$ cat config.mk
export PLATFORM = sky130hd
export DESIGN_NAME = inst_encoder_loader_flat
export DESIGN_NICKNAME = d
export VERILOG_FILES = /design/src/rtl/inst_encoder_loader_if.sv /design/src/rtl/inst_encoder_loader.sv /design/src/flat_wrapper.sv
export SDC_FILE = /design/constraint.sdc
export NUM_CORES = 1
export LEC_CHECK = 0
export BUFFER_PORTS_ARGS = -buffer_cell sky130_fd_sc_hd__buf_2
export CAP_MARGIN = 5
export CORE_ASPECT_RATIO = 0.9
export CORE_MARGIN = 5
export CORE_UTILIZATION = 45
export CTS_CLUSTER_SIZE = 25
export DETAILED_ROUTE_END_ITERATION = 16
export PLACE_DENSITY = 0.89
export SYNTH_ARGS = -nofsm -noshare
export SYNTH_HDL_FRONTEND = slang
export SYNTH_SLANG_ARGS = --single-unit
$ cat constraint.sdc
create_clock -name clk -period 2.45 [get_ports clk]
set_clock_uncertainty 0.2 [all_clocks]
set_input_delay 0.3675 -clock clk [delete_from_list [all_inputs] [get_ports clk]]
set_output_delay 0.3675 -clock clk [all_outputs]
set_load 0.05 [all_outputs]
$ cat src/rtl/inst_encoder_loader_if.sv
// Descriptor-in / instruction-word-out stream bundle for the instruction encoder loader.
interface inst_encoder_loader_if #(
    parameter int ADDR_W = 32
);
    // Descriptor stream
    logic                in_valid;
    logic                in_ready;
    logic                in_last;
    logic [3:0]          op_sel;
    logic [4:0]          rd;
    logic [4:0]          rs1;
    logic [4:0]          rs2;
    logic signed [63:0]  imm;

    // Encoded word stream towards the instruction-memory write port
    logic                out_valid;
    logic                out_ready;
    logic [31:0]         out_inst;
    logic [ADDR_W-1:0]   out_addr;

    // Producer of descriptors and consumer of encoded words
    modport master (
        output in_valid, in_last, op_sel, rd, rs1, rs2, imm, out_ready,
        input  in_ready, out_valid, out_inst, out_addr
    );

    // The encoder loader itself
    modport slave (
        input  in_valid, in_last, op_sel, rd, rs1, rs2, imm, out_ready,
        output in_ready, out_valid, out_inst, out_addr
    );
endinterface

$ cat src/rtl/inst_encoder_loader.sv
// Instruction encoder loader: range-checks symbolic RV64I descriptors, packs them
// into 32-bit words and streams them to instruction memory at consecutive byte
// addresses. Rejected descriptors are consumed without emitting a word.
module inst_encoder_loader #(
    parameter int ADDR_W = 32,
    parameter int ERR_W  = 8
) (
    input  logic                 clk,
    input  logic                 rst,
    input  logic                 start,
    input  logic [ADDR_W-1:0]    base_addr,
    inst_encoder_loader_if.slave bus,
    output logic                 busy,
    output logic                 done,
    output logic                 err,
    output logic [ERR_W-1:0]     err_cnt
);

    localparam logic [6:0] OPC_LOAD   = 7'b0000011;
    localparam logic [6:0] OPC_STORE  = 7'b0100011;
    localparam logic [6:0] OPC_OPIMM  = 7'b0010011;
    localparam logic [6:0] OPC_JALR   = 7'b1100111;
    localparam logic [6:0] OPC_BRANCH = 7'b1100011;
    localparam logic [6:0] OPC_JAL    = 7'b1101111;

    typedef enum logic [1:0] {
        IDLE = 2'd0,
        LOAD = 2'd1,
        DONE = 2'd2
    } state_t;

    state_t             state, state_nxt;
    logic               last_acc;
    logic [ADDR_W-1:0]  addr_cnt;

    logic               vld_p1;
    logic [31:0]        inst_p1;
    logic [ADDR_W-1:0]  addr_p1;

    logic               accept;
    logic               drain;
    logic               enc_ok;
    logic [31:0]        enc_word;

    // True when v is the sign extension of its low 12 bits
    function automatic logic fits12(input logic signed [63:0] v);
        return (&v[63:11]) || (~|v[63:11]);
    endfunction

    // True when v is the sign extension of its low 20 bits
    function automatic logic fits20(input logic signed [63:0] v);
        return (&v[63:19]) || (~|v[63:19]);
    endfunction

    // Returns {legal, word}; unused register fields are left at zero
    function automatic logic [32:0] encode(
        input logic [3:0]         op,
        input logic [4:0]         f_rd,
        input logic [4:0]         f_rs1,
        input logic [4:0]         f_rs2,
        input logic signed [63:0] v
    );
        logic ok12;
        logic ok20;
        logic [32:0] r;
        ok12 = fits12(v);
        ok20 = fits20(v);
        r = '0;
        case (op)
            4'd0: r = {ok12, v[11:0], f_rs1, 3'b011, f_rd, OPC_LOAD};
            4'd1: r = {ok12, v[11:0], f_rs1, 3'b010, f_rd, OPC_LOAD};
            4'd2: r = {ok12, v[11:5], f_rs2, f_rs1, 3'b011, v[4:0], OPC_STORE};
            4'd3: r = {ok12, v[11:5], f_rs2, f_rs1, 3'b010, v[4:0], OPC_STORE};
            4'd4: r = {ok12, v[11:0], f_rs1, 3'b000, f_rd, OPC_OPIMM};
            4'd5: r = {ok12, v[11:0], f_rs1, 3'b010, f_rd, OPC_OPIMM};
            4'd6: r = {ok12, v[11:0], f_rs1, 3'b000, f_rd, OPC_JALR};
            4'd7: r = {ok12, v[11], v[9:4], f_rs2, f_rs1, 3'b000, v[3:0], v[10], OPC_BRANCH};
            4'd8: r = {ok20, v[19], v[9:0], v[10], v[18:11], f_rd, OPC_JAL};
            default: r = '0;
        endcase
        return r;
    endfunction

    // Saturating error-count increment
    function automatic logic [ERR_W-1:0] sat_inc(input logic [ERR_W-1:0] c);
        return (&c) ? c : c + 1'b1;
    endfunction

    assign busy          = (state == LOAD);
    assign done          = (state == DONE);
    assign bus.in_ready  = busy && (!vld_p1 || bus.out_ready);
    assign accept        = bus.in_valid && bus.in_ready;
    assign drain         = vld_p1 && bus.out_ready;
    assign bus.out_valid = vld_p1;
    assign bus.out_inst  = inst_p1;
    assign bus.out_addr  = addr_p1;

    // Combinational encoder for the descriptor currently presented
    always_comb begin
        {enc_ok, enc_word} = encode(bus.op_sel, bus.rd, bus.rs1, bus.rs2, bus.imm);
    end

    // Session state register
    always_ff @(posedge clk) begin
        if (rst) state <= IDLE;
        else     state <= state_nxt;
    end

    // Next-state: a rejected last descriptor finishes at once, a legal one waits to drain
    always_comb begin
        state_nxt = state;
        case (state)
            IDLE, DONE: begin
                if (start) state_nxt = LOAD;
            end
            LOAD: begin
                if ((accept && bus.in_last && !enc_ok) ||
                    (last_acc && (!vld_p1 || bus.out_ready)))
                    state_nxt = DONE;
            end
            default: state_nxt = IDLE;
        endcase
    end

    // Session bookkeeping: address counter, last flag, error status
    always_ff @(posedge clk) begin
        if (rst) begin
            last_acc <= 1'b0;
            addr_cnt <= '0;
            err      <= 1'b0;
            err_cnt  <= '0;
        end else if (start && (state != LOAD)) begin
            last_acc <= 1'b0;
            addr_cnt <= base_addr & ~{{(ADDR_W-2){1'b0}}, 2'b11};
            err      <= 1'b0;
            err_cnt  <= '0;
        end else if (accept) begin
            if (bus.in_last) last_acc <= 1'b1;
            if (enc_ok) begin
                addr_cnt <= addr_cnt + ADDR_W'(4);
            end else begin
                err     <= 1'b1;
                err_cnt <= sat_inc(err_cnt);
            end
        end
    end

    // ---- stage p1: one-deep output register ----
    always_ff @(posedge clk) begin
        if (rst) begin
            vld_p1  <= 1'b0;
            inst_p1 <= '0;
            addr_p1 <= '0;
        end else if (accept && enc_ok) begin
            vld_p1  <= 1'b1;
            inst_p1 <= enc_word;
            addr_p1 <= addr_cnt;
        end else if (drain) begin
            vld_p1  <= 1'b0;
        end
    end

endmodule

$ cat src/flat_wrapper.sv
// flat-port wrapper written by rule: the top's interface ports become plain ports
module inst_encoder_loader_flat 
#(
    parameter int ADDR_W = 32,
    parameter int ERR_W  = 8
)
  (clk, rst, start, base_addr, busy, done, err, err_cnt, bus_in_valid, bus_in_last, bus_op_sel, bus_rd, bus_rs1, bus_rs2, bus_imm, bus_out_ready, bus_in_ready, bus_out_valid, bus_out_inst, bus_out_addr);
  inst_encoder_loader_if #(.ADDR_W(ADDR_W)) bus_i ();
  input  logic clk;
  input  logic rst;
  input  logic start;
  input  logic [ADDR_W-1:0] base_addr;
  output logic busy;
  output logic done;
  output logic err;
  output logic [ERR_W-1:0] err_cnt;
  input wire logic [$bits(bus_i.in_valid)-1:0] bus_in_valid;
  input wire logic [$bits(bus_i.in_last)-1:0] bus_in_last;
  input wire logic [$bits(bus_i.op_sel)-1:0] bus_op_sel;
  input wire logic [$bits(bus_i.rd)-1:0] bus_rd;
  input wire logic [$bits(bus_i.rs1)-1:0] bus_rs1;
  input wire logic [$bits(bus_i.rs2)-1:0] bus_rs2;
  input wire logic [$bits(bus_i.imm)-1:0] bus_imm;
  input wire logic [$bits(bus_i.out_ready)-1:0] bus_out_ready;
  output wire logic [$bits(bus_i.in_ready)-1:0] bus_in_ready;
  output wire logic [$bits(bus_i.out_valid)-1:0] bus_out_valid;
  output wire logic [$bits(bus_i.out_inst)-1:0] bus_out_inst;
  output wire logic [$bits(bus_i.out_addr)-1:0] bus_out_addr;
  assign bus_i.in_valid = bus_in_valid;
  assign bus_i.in_last = bus_in_last;
  assign bus_i.op_sel = bus_op_sel;
  assign bus_i.rd = bus_rd;
  assign bus_i.rs1 = bus_rs1;
  assign bus_i.rs2 = bus_rs2;
  assign bus_i.imm = bus_imm;
  assign bus_i.out_ready = bus_out_ready;
  assign bus_in_ready = bus_i.in_ready;
  assign bus_out_valid = bus_i.out_valid;
  assign bus_out_inst = bus_i.out_inst;
  assign bus_out_addr = bus_i.out_addr;
  inst_encoder_loader #(.ADDR_W(ADDR_W), .ERR_W(ERR_W)) u_core (.clk(clk), .rst(rst), .start(start), .base_addr(base_addr), .bus(bus_i), .busy(busy), .done(done), .err(err), .err_cnt(err_cnt));
endmodule
==> Word level (Yosys, flattened, before mapping) <==
Cells that the tools add are included.
{ "totals": {"wordCells": 69, "out_inout_bits": 77, "inputBits": 121, "reg_bits": 109} }
{ "classes": {"n_mux": 9, "bitwise": 2, "eq_ne": 13, "reduce_logical": 34, "addsub": 2} }
{ "ops": {"columns": ["cell", "count"], "rows": [
  ["case mux 33 bit (9 select lines)", 1],
  ["two-way mux 32 bit", 3],
  ["AND reduction 53 bit", 1],
  ["OR reduction 53 bit", 1],
  ["AND reduction 45 bit", 1],
  ["OR reduction 45 bit", 1],
  ["adder 32 x 3 -> 32 bit (second input constant)", 1],
  ["equality test 4 x 3 -> 1 bit (second input constant)", 4],
  ["AND reduction 2 bit", 5],
  ["adder 8 x 1 -> 8 bit (second input constant)", 1],
  ["equality test 4 x 2 -> 1 bit (second input constant)", 2],
  ["logical AND 1 bit", 8],
  ["AND reduction 8 bit", 1],
  ["nonzero test 2 bit", 3],
  ["equality test 4 x 1 -> 1 bit (second input constant)", 1],
  ["equality test 4 bit (second input constant)", 1],
  ["logical NOT 1 bit", 4],
  ["logical NOT 4 bit", 1],
  ["logical OR 1 bit", 4],
  ["two-way mux 2 bit", 2],
  ["inequality test 2 bit (second input constant)", 2],
  ["case mux 2 bit (2 select lines)", 1],
  ["OR reduction 2 bit", 2],
  ["AND reduction 3 bit", 1],
  ["6 further kinds", 8]
]} }

==> Depth between registers and ports, before layout <==
Gate-level depths: netlist (run 1).
{ "depth": {"word_depth": 9, "depth_mapped": 10, "ltp_nobuf": 7} }

==> Worst setup path before layout (run 1) <==
OpenSTA, ideal clock, no wires.
{ "synth_path": {"path_kind": "register to register", "from": "reg u_core.vld_p1, in the netlist u_core.bus.out_valid", "to": "reg u_core.addr_cnt[3]", "period_less_slack_ns": 2.597, "arrival_ns": 2.327, "required_time_ns": 2.180, "path_buffers": 2, "path_slack_ns": -0.147, "setup_ns": 0.070, "path_stages_with_launch": 9, "cell_sequence": "dfxtp_1 -> nand2b_1 -> and2b_2 -> and2_1 -> buf_1 -> o21ai_1 -> clkbuf_1 -> nand3_1 -> a21oi_1"} }
{ "synth_via": {"elab_chain_cells": 6} }
{ "synth_rtl": {"columns": ["item", "line_no", "text"], "rows": [
  ["start: declaration", "inst_encoder_loader.sv:36", "logic vld_p1;"],
  ["start signal: assignment", "inst_encoder_loader.sv:151", "vld_p1 <= 1'b0;"],
  ["start signal: assignment", "inst_encoder_loader.sv:155", "vld_p1 <= 1'b1;"],
  ["start signal: assignment", "inst_encoder_loader.sv:159", "vld_p1 <= 1'b0;"],
  ["logical NOT 1 bit", "inst_encoder_loader.sv:91", "assign bus.in_ready = busy && (!vld_p1 || bus.out_ready);"],
  ["logical OR 1 bit", "inst_encoder_loader.sv:91", null],
  ["logical AND 1 bit", "inst_encoder_loader.sv:91", null],
  ["via bus_in_ready", "flat_wrapper.sv:25", "output wire logic [$bits(bus_i.in_ready)-1:0] bus_in_ready;"],
  ["logical AND 1 bit", "inst_encoder_loader.sv:92", "assign accept = bus.in_valid && bus.in_ready;"],
  ["nonzero test 2 bit (no line)", null, null],
  ["AND reduction 2 bit (no line)", null, null],
  ["end signal: assignment", "inst_encoder_loader.sv:134", "addr_cnt <= base_addr & ~{{(ADDR_W-2){1'b0}}, 2'b11};"],
  ["end signal: assignment", "inst_encoder_loader.sv:140", "addr_cnt <= addr_cnt + ADDR_W'(4);"],
  ["end: declaration", "inst_encoder_loader.sv:34", "logic [ADDR_W-1:0] addr_cnt;"]
]} }
The timed path passes the listed nets, and every way through them passes these cells.
A chain may end at the register's enable or synchronous reset.

==> Worst setup path in the final report (run 1) <==
{ "layout_path": {"from": "in bus_imm[42]", "to": "reg u_core.addr_cnt[26]"} }
{ "layout_via": {"elab_chain_cells": 6, "elab_cells_between_ends": 11, "cone_classes": "mux (1); reduce/logical (10)"} }
{ "layout_rtl": {"columns": ["item", "line_no", "text"], "rows": [
  ["start: declaration", "flat_wrapper.sv:23", "input wire logic [$bits(bus_i.imm)-1:0] bus_imm;"],
  ["OR reduction 53 bit / OR reduction 45 bit (equally long branches)", "inst_encoder_loader.sv:47, inst_encoder_loader.sv:52", null],
  ["logical NOT 1 bit, on equally long branches", "inst_encoder_loader.sv:47, inst_encoder_loader.sv:52", null],
  ["logical OR 1 bit, on equally long branches", "inst_encoder_loader.sv:47, inst_encoder_loader.sv:52", null],
  ["case mux 33 bit (9 select lines) (*)", "inst_encoder_loader.sv:69", "case (op)"],
  ["nonzero test 2 bit (no line) (*)", null, null],
  ["AND reduction 2 bit (no line) (*)", null, null]
]} }
Mark *: on every way between the ends. The rest lies on a longest branch, timed or not.

==> metrics, run 1 <==
status=finished, violations left; failing checks=negative setup slack; die boundary width=124.8 um; root buf cell=clkbuf_16; transition time of the tightest slew-check pin=0.6795 ns; area leader, netlist=dfxtp_1; final critical-path setup slack=-0.001611 ns; overall die area=around 0.014 mm^2; post-synthesis instance area=0.005335 mm^2; area share of the largest cell type after synthesis=39.02%; final hold violations=0; total of flip-flops plus latches after synthesis=104; initial standard-cell utilization of the core=between 40 and 50%; total congestion overflow=0; number of fill cells=980; detail-routed via count per cell=5.704; Min-Delay Path Class=in2reg; IR Drop Worst-Case VDD=0.3504 mV; worst stage delay on the critical path=roughly 0.35 ns; most common cell after layout, fill and taps aside=buf_2; vias in the first global route=5,651; CTS tree=done; H-tree level count=3; area of the placeable core=0.01153 mm^2; Area growth syn-to-layout=37.57%; largest net degree at the start of global routing=43; number of nets in the finished design=1,042; total leakage power=3.111 nW; peak clock frequency supported by timing=approximately 400 MHz; cell type of the slowest stage on the worst timing path=or3_1; routed length per instance=between 15 and 20 um; worst hold-check slack=0.07081 ns; top cells by area, synth=dfxtp_1, nor2_1, a21oi_1, nand2_1, nor3_1; power per cell area=513.1 mW/mm^2; total design power=3.766 mW; GPL Wtd Cong=0.9434; Num CTS Buffers=9; type of origin of the critical path=input pin; Critical Path, Cell by Cell=buf_2, nor4_2, nand4_1, nor4_4, buf_4, o21a_1, buf_4, o2111ai_2, or3_1, a311oi_1; # port buffers=193; total inserted antenna cells=0; CP max FO=5; number of sinks handled by clock tree synthesis=104; cells after synthesis=686; number of violations reported at the end of detailed-routing iteration 0=527; total wirelength of the detailed-routed design=approximately 18,000 um; half-perimeter wire length of the detailed placement result=13,150 um; post-synthesis sequential area ratio=39.02%; Clk Latency, worst-skew pair=~0.34 ns; layout cells sized above 1=34.67%; pre-CTS setup slack=-0.4965 ns; total routing usage reported by global routing=23.49%; Slew HR=54.35%; arrival time worst endpoint=2.50 ns; global-route wire length before repair=27,600 um; DR vias=approximately 6,200; type of the setup path with the least slack=in2reg; nature of the critical path endpoint=flip-flop; Post-synth EDFFs=0; die height=between 100 and 150 um; final critical path time including I/O delays and setup=2.452 ns; part of the cycle the worst path needs=100.1%; number of different library cells in the post-synthesis netlist=66; DR DRC count=0; initial antenna violation count=0; RSZ-0062 raised after global routing=true; top-level I/O count=roughly 200; number of maximum-capacitance violations=0; count of hold-fix buffers inserted at cts=0; cell type with the highest occurrence count on the critical path=buf_4; Pins Over Slew Limit=0; count of standard-cell rows=37; highest-count cells in the layout ignoring fill and taps=buf_2, dfxtp_1, nor2_1; syn avg cell area=7.777 um^2; YS warnings=0; sequential cell area=0.002083 mm^2; count of antenna-violating nets left after detailed routing=0; area of combinational cells with multiple inputs=between 0.003 and 0.004 mm^2; Clock Pin Slew Worst Setup and Hold Paths=0.07 ns; count of TritonRoute iterations in the first routing pass=6; flip-flop cell with the highest count after synthesis=dfxtp_1; CTS Buffer Depth=2; Worst Path Required=2.50 ns; share of synthesized flip-flops with an asynchronous set or reset=0%; final count of negative-setup-slack endpoints=1
==> worst paths after layout <==
check	cells past startpoint	start	to	slack [ns]
worst max-delay path	10	bus_imm[42]	u_core.addr_cnt[26]	-0.002
worst min-delay path	3	base_addr[30]	u_core.addr_cnt[30]	0.07
worst max register to register	7	u_core.addr_cnt[17]	u_core.addr_cnt[26]	0.04
worst min register to register	2	u_core.bus.out_addr[10]	u_core.bus.out_addr[10]	0.25
==> cells in the mapped netlist (3+ instances only) <==
cell	n
dfxtp_1	104
xnor2_1	3
nand2b_1	7
nand3_1	21
nor2b_1	16
o22ai_1	13
nor4_1	17
nor2_1	87
o211ai_1	4
buf_4	5
o21bai_1	5
and3_2	3
inv_1	11
buf_2	10
nand4_1	18
nand2_1	80
and2_1	7
and3_1	17
clkbuf_1	31
a211oi_1	20
or3_1	5
a22oi_1	20
buf_1	3
o31ai_1	3
a21o_1	3
a311oi_1	11
a21oi_1	60
nor3_1	37
a221oi_1	5
nor4_2	3
o21ai_0	11
==> flip-flops by register name, summed over array words and instances (netlist names) <==
register and flops:
u_core.bus.out_inst 31, u_core.last_acc 1, u_core.bus.out_addr 30, u_core.err_cnt 8, u_core.state 2, u_core.bus.out_valid 1, u_core.err 1, u_core.addr_cnt 30
==> cell type report <==
cell class / count / share of cell area, %
timing repair buffer: 273 / 22.62
sequential: 104 / 28.38
multi-input combinational: 520 / 41.73
clock inverter: 4 / 0.7330
clock buffer: 11 / 3.307
tap: 156 / 2.659
inverter: 11 / 0.5626
==> metal layers <==
layer	wire length, um	vias up	global-route usage, %
met4	505	0	8.400
met3	1305	41	5.097
li1	-	2976	-
met5	0	-	0
met1	7663	2854	31.53
met2	8229	284	37.46
==> power by group <==
part | switching (mW) | internal, mW
Clock | 0.643 | 0.820
Combinational | 0.289 | 0.224
Sequential | 0.0536 | 1.74
==> worst max-delay path: cells and delay by family <==
family                 cells  cell delay (ns)
AOI/OAI and AO/OA          3             0.58
and+or+nand+nor            4             1.12
buffers and inverters      3             0.45
==> stage by stage <==
step                      cell area (um^2)  util [%]    TNS, ns  cells
after floorplan                       5346         -   -0.04802    687
after global placement                6842     59.35     -20.37   1055
after detailed placement              6842     59.35     -26.72   1055
after CTS                             7151     62.03          0   1070
after global routing                  7340     63.67    -0.5519   1079
final                                 7340     63.67  -0.001611   1079
==> repair_timing <==
item,4_1_cts,5_1_grt
pin swaps,0,7
setup endpoints to repair,5,47
setup buffers,0,8
gates cloned,0,2
resized for setup,2,21
==> cell families after synthesis <==
family                     synth area share, %
and+or+nand+nor                          30.60
AOI/OAI and AO/OA                        23.26
DFF                                      39.02
buffers and inverters                    5.535
xor gates and xnor gates                0.8210
adders and majority gates               0.4690
other                                  0.07029
muxes                                   0.2111
Power figures use the tool's default switching activity.
==> run 2, diff against run 1 <==
--- a/config.mk
+++ b/config.mk
@@ -7,12 +7,12 @@
 export LEC_CHECK = 0
 export BUFFER_PORTS_ARGS = -buffer_cell sky130_fd_sc_hd__buf_2
 export CAP_MARGIN = 5
-export CORE_ASPECT_RATIO = 0.9
 export CORE_MARGIN = 5
 export CORE_UTILIZATION = 45
 export CTS_CLUSTER_SIZE = 25
 export DETAILED_ROUTE_END_ITERATION = 16
 export PLACE_DENSITY = 0.89
+export SKIP_CTS_REPAIR_TIMING = 1
 export SYNTH_ARGS = -nofsm -noshare
 export SYNTH_HDL_FRONTEND = slang
 export SYNTH_SLANG_ARGS = --single-unit
==> run 2 against run 1 <==
  * The run now ends clean
  * Die area hardly changed
  * Cell area shrank 0.90%
  * Global-route usage is 0.077 points lower
  * First-iteration DRC count up 14%
  * Total power fell by 1.5%
  * Maximum frequency up 0.88%
  * Non-clock buffer count shrank 9
  * Utilization shrank 0.51 points
  * Sequential power hardly changed
  * Via count increased by 0.68%
  * Flip-flop and latch count stayed put
  * Critical path depth did not move
  * Highest routed layer is now met5
==> metrics, run 2 (synthesized netlist as in run 1, its figures left out) <==
most common cell after layout, fill and taps aside=buf_2; total design power=3.711 mW (-1.5%); placed instance count=1,033 (-2.1%); aggregate negative setup slack=0 ns (+0.001611 ns); arrival time worst endpoint=2.50 ns (about the same); Slew HR=54.40% (about the same); count of antenna-violating nets left after detailed routing=0 (unchanged); DR vias=6,197 (+0.68%); CP max FO=7 (+2); post-placement cell area=0.006745 mm^2 (-1.4%); die boundary width=118.9 um (-4.7%); number of sinks handled by clock tree synthesis=104 (unchanged); total routing usage reported by global routing=23.42% (-0.077 points); combinational share of power=14.4% (+0.8 points); peak clock frequency supported by timing=411.5 MHz (+0.88%); routed length per instance=17.01 um (+3.7%); final critical path time including I/O delays and setup=2.430 ns (-0.02134 ns); final count of negative-setup-slack endpoints=0 (-1); relative contribution of the clock network to total power=37.3% (-1.5 points); count of standard-cell rows=39 (+5.4%); Clk Latency, worst-skew pair=0.34 ns (about the same); nature of the critical path endpoint=flip-flop; count of non-filler cells in the finished layout=1,057 (-2.0%); flip-flop count of the largest register after layout=31 (unchanged); largest net degree at the start of global routing=49 (+14%); power dissipated by switching net loads=1.011 mW (+2.6%); initial antenna violation count=2 (+2); Clock Pin Slew Worst Setup and Hold Paths=0.07 ns (about the same); CTS Buffer Depth=2 (unchanged); H-tree level count=3 (unchanged); total inserted antenna cells=0 (unchanged); area of the placeable core=0.01152 mm^2 (about the same); number of violations reported at the end of detailed-routing iteration 0=603 (+14%); overall die area=0.01413 mm^2 (about the same); Min-Delay Path Class=in2reg; power per cell area=510.2 mW/mm^2 (-0.56%); half-perimeter wire length of the detailed placement result=12,910 um (-1.8%); initial standard-cell utilization of the core=46.33% (about the same); count of TritonRoute iterations in the first routing pass=5 (-1); detail-routed via count per cell=5.863 (+2.8%); number of fill cells=959 (-2.1%); internal power of the cells=2.700 mW (-2.9%); number of maximum-capacitance violations=0 (unchanged); part of the cycle the worst path needs=99.19% (-0.87 points); vias in the first global route=5,663 (+0.21%); total wirelength of the detailed-routed design=17,980 um (+1.6%); die height=118.9 um (+4.9%); transition time of the tightest slew-check pin=0.6777 ns (-0.001810 ns); final hold violations=0 (unchanged); switching share of total power=27.25% (+1.1 points); total leakage power=3.080 nW (-1.0%); root buf cell=clkbuf_16; share of total power in sequential cells=48.2% (+0.6 points); IR Drop Worst-Case VDD=0.3080 mV (-12%); CTS tree=done; total congestion overflow=0 (unchanged); Area growth syn-to-layout=36.33%; Worst Path Required=2.52 ns (+0.02 ns); sequential cell area=0.002085 mm^2 (about the same); DR DRC count=0 (unchanged); Worst R2R Setup Slack=0.07 ns (+0.03 ns); area of combinational cells with multiple inputs=0.003089 mm^2 (+0.86%); type of origin of the critical path=input pin; global-route wire length before repair=27,460 um (-0.53%); Num CTS Buffers=9 (unchanged); # port buffers=193 (unchanged); GPL Wtd Cong=0.9581 (+1.6%); top-level I/O count=198 (unchanged); Core Util, Final=63.16% (-0.51 points); highest-count cells in the layout ignoring fill and taps=buf_2, dfxtp_1, nor2_1; Pins Over Slew Limit=0 (unchanged); final design instance area without fill=0.007273 mm^2 (-0.90%); status=complete, no violations; RSZ-0062 raised after global routing=true; layout cells sized above 1=34.57% (-0.096 points); number of nets in the finished design=1,033 (-0.86%); type of the setup path with the least slack=in2reg
run 2: stage by stage:
stage | worst slack [ns] | hold WS, ns
after floorplan | -0.04802 | 0.2400
after global placement | -0.2946 | 0.2367
after detailed placement | -0.3858 | 0.2429
after CTS | -0.09314 | 0.07134
after global routing | -0.1285 | 0.08792
final | 0.01972 | 0.07510
run 2: layer usage:
layer  GRT usage (%)  wire length [um]  vias to the layer above
met2           38.33              8268                      321
met5               0                21                        -
met1           29.53              7390                     2857
met3           6.777              1661                       58
li1                -                 -                     2957
met4           8.327               641                        4
run 2: area by class of cell:
type | instances | area share, %
clock buffers | 11 | 3.337
clock inverters | 4 | 0.5677
inverters | 11 | 0.5677
multi-input cells | 520 | 42.47
flip-flops and latches | 104 | 28.66
well taps | 143 | 2.460
repair buffers | 264 | 21.93
run 2: worst paths after layout:
check	to	start	cells past startpoint
worst max-delay path	u_core.err_cnt[3]	bus_imm[38]	10
worst min-delay path	u_core.last_acc	bus_in_last	3
worst max register to register	u_core.addr_cnt[28]	u_core.addr_cnt[16]	7
worst min register to register	u_core.bus.out_inst[2]	u_core.bus.out_inst[2]	2
run 2: power by group through the flow:
stage | Clock (mW) | Sequential, mW | Combinational (mW)
CTS | 1.40 | 1.79 | 0.496
finish | 1.39 | 1.79 | 0.535
global route | 1.47 | 1.80 | 0.581
detailed placement | 0 | 1.82 | 0.491
global placement | 0 | 1.82 | 0.478
floorplan | 0 | 1.82 | 0.272
run 2: worst max-delay path: stages:
cell	delay [ns]
buf_2	0.12
nand4_1	0.11
nor4_1	0.06
and3_2	0.24
buf_4	0.15
o21ai_2	0.39
nand3_1	0.22
buf_6	0.18
or4_1	0.49
a21oi_1	0.15
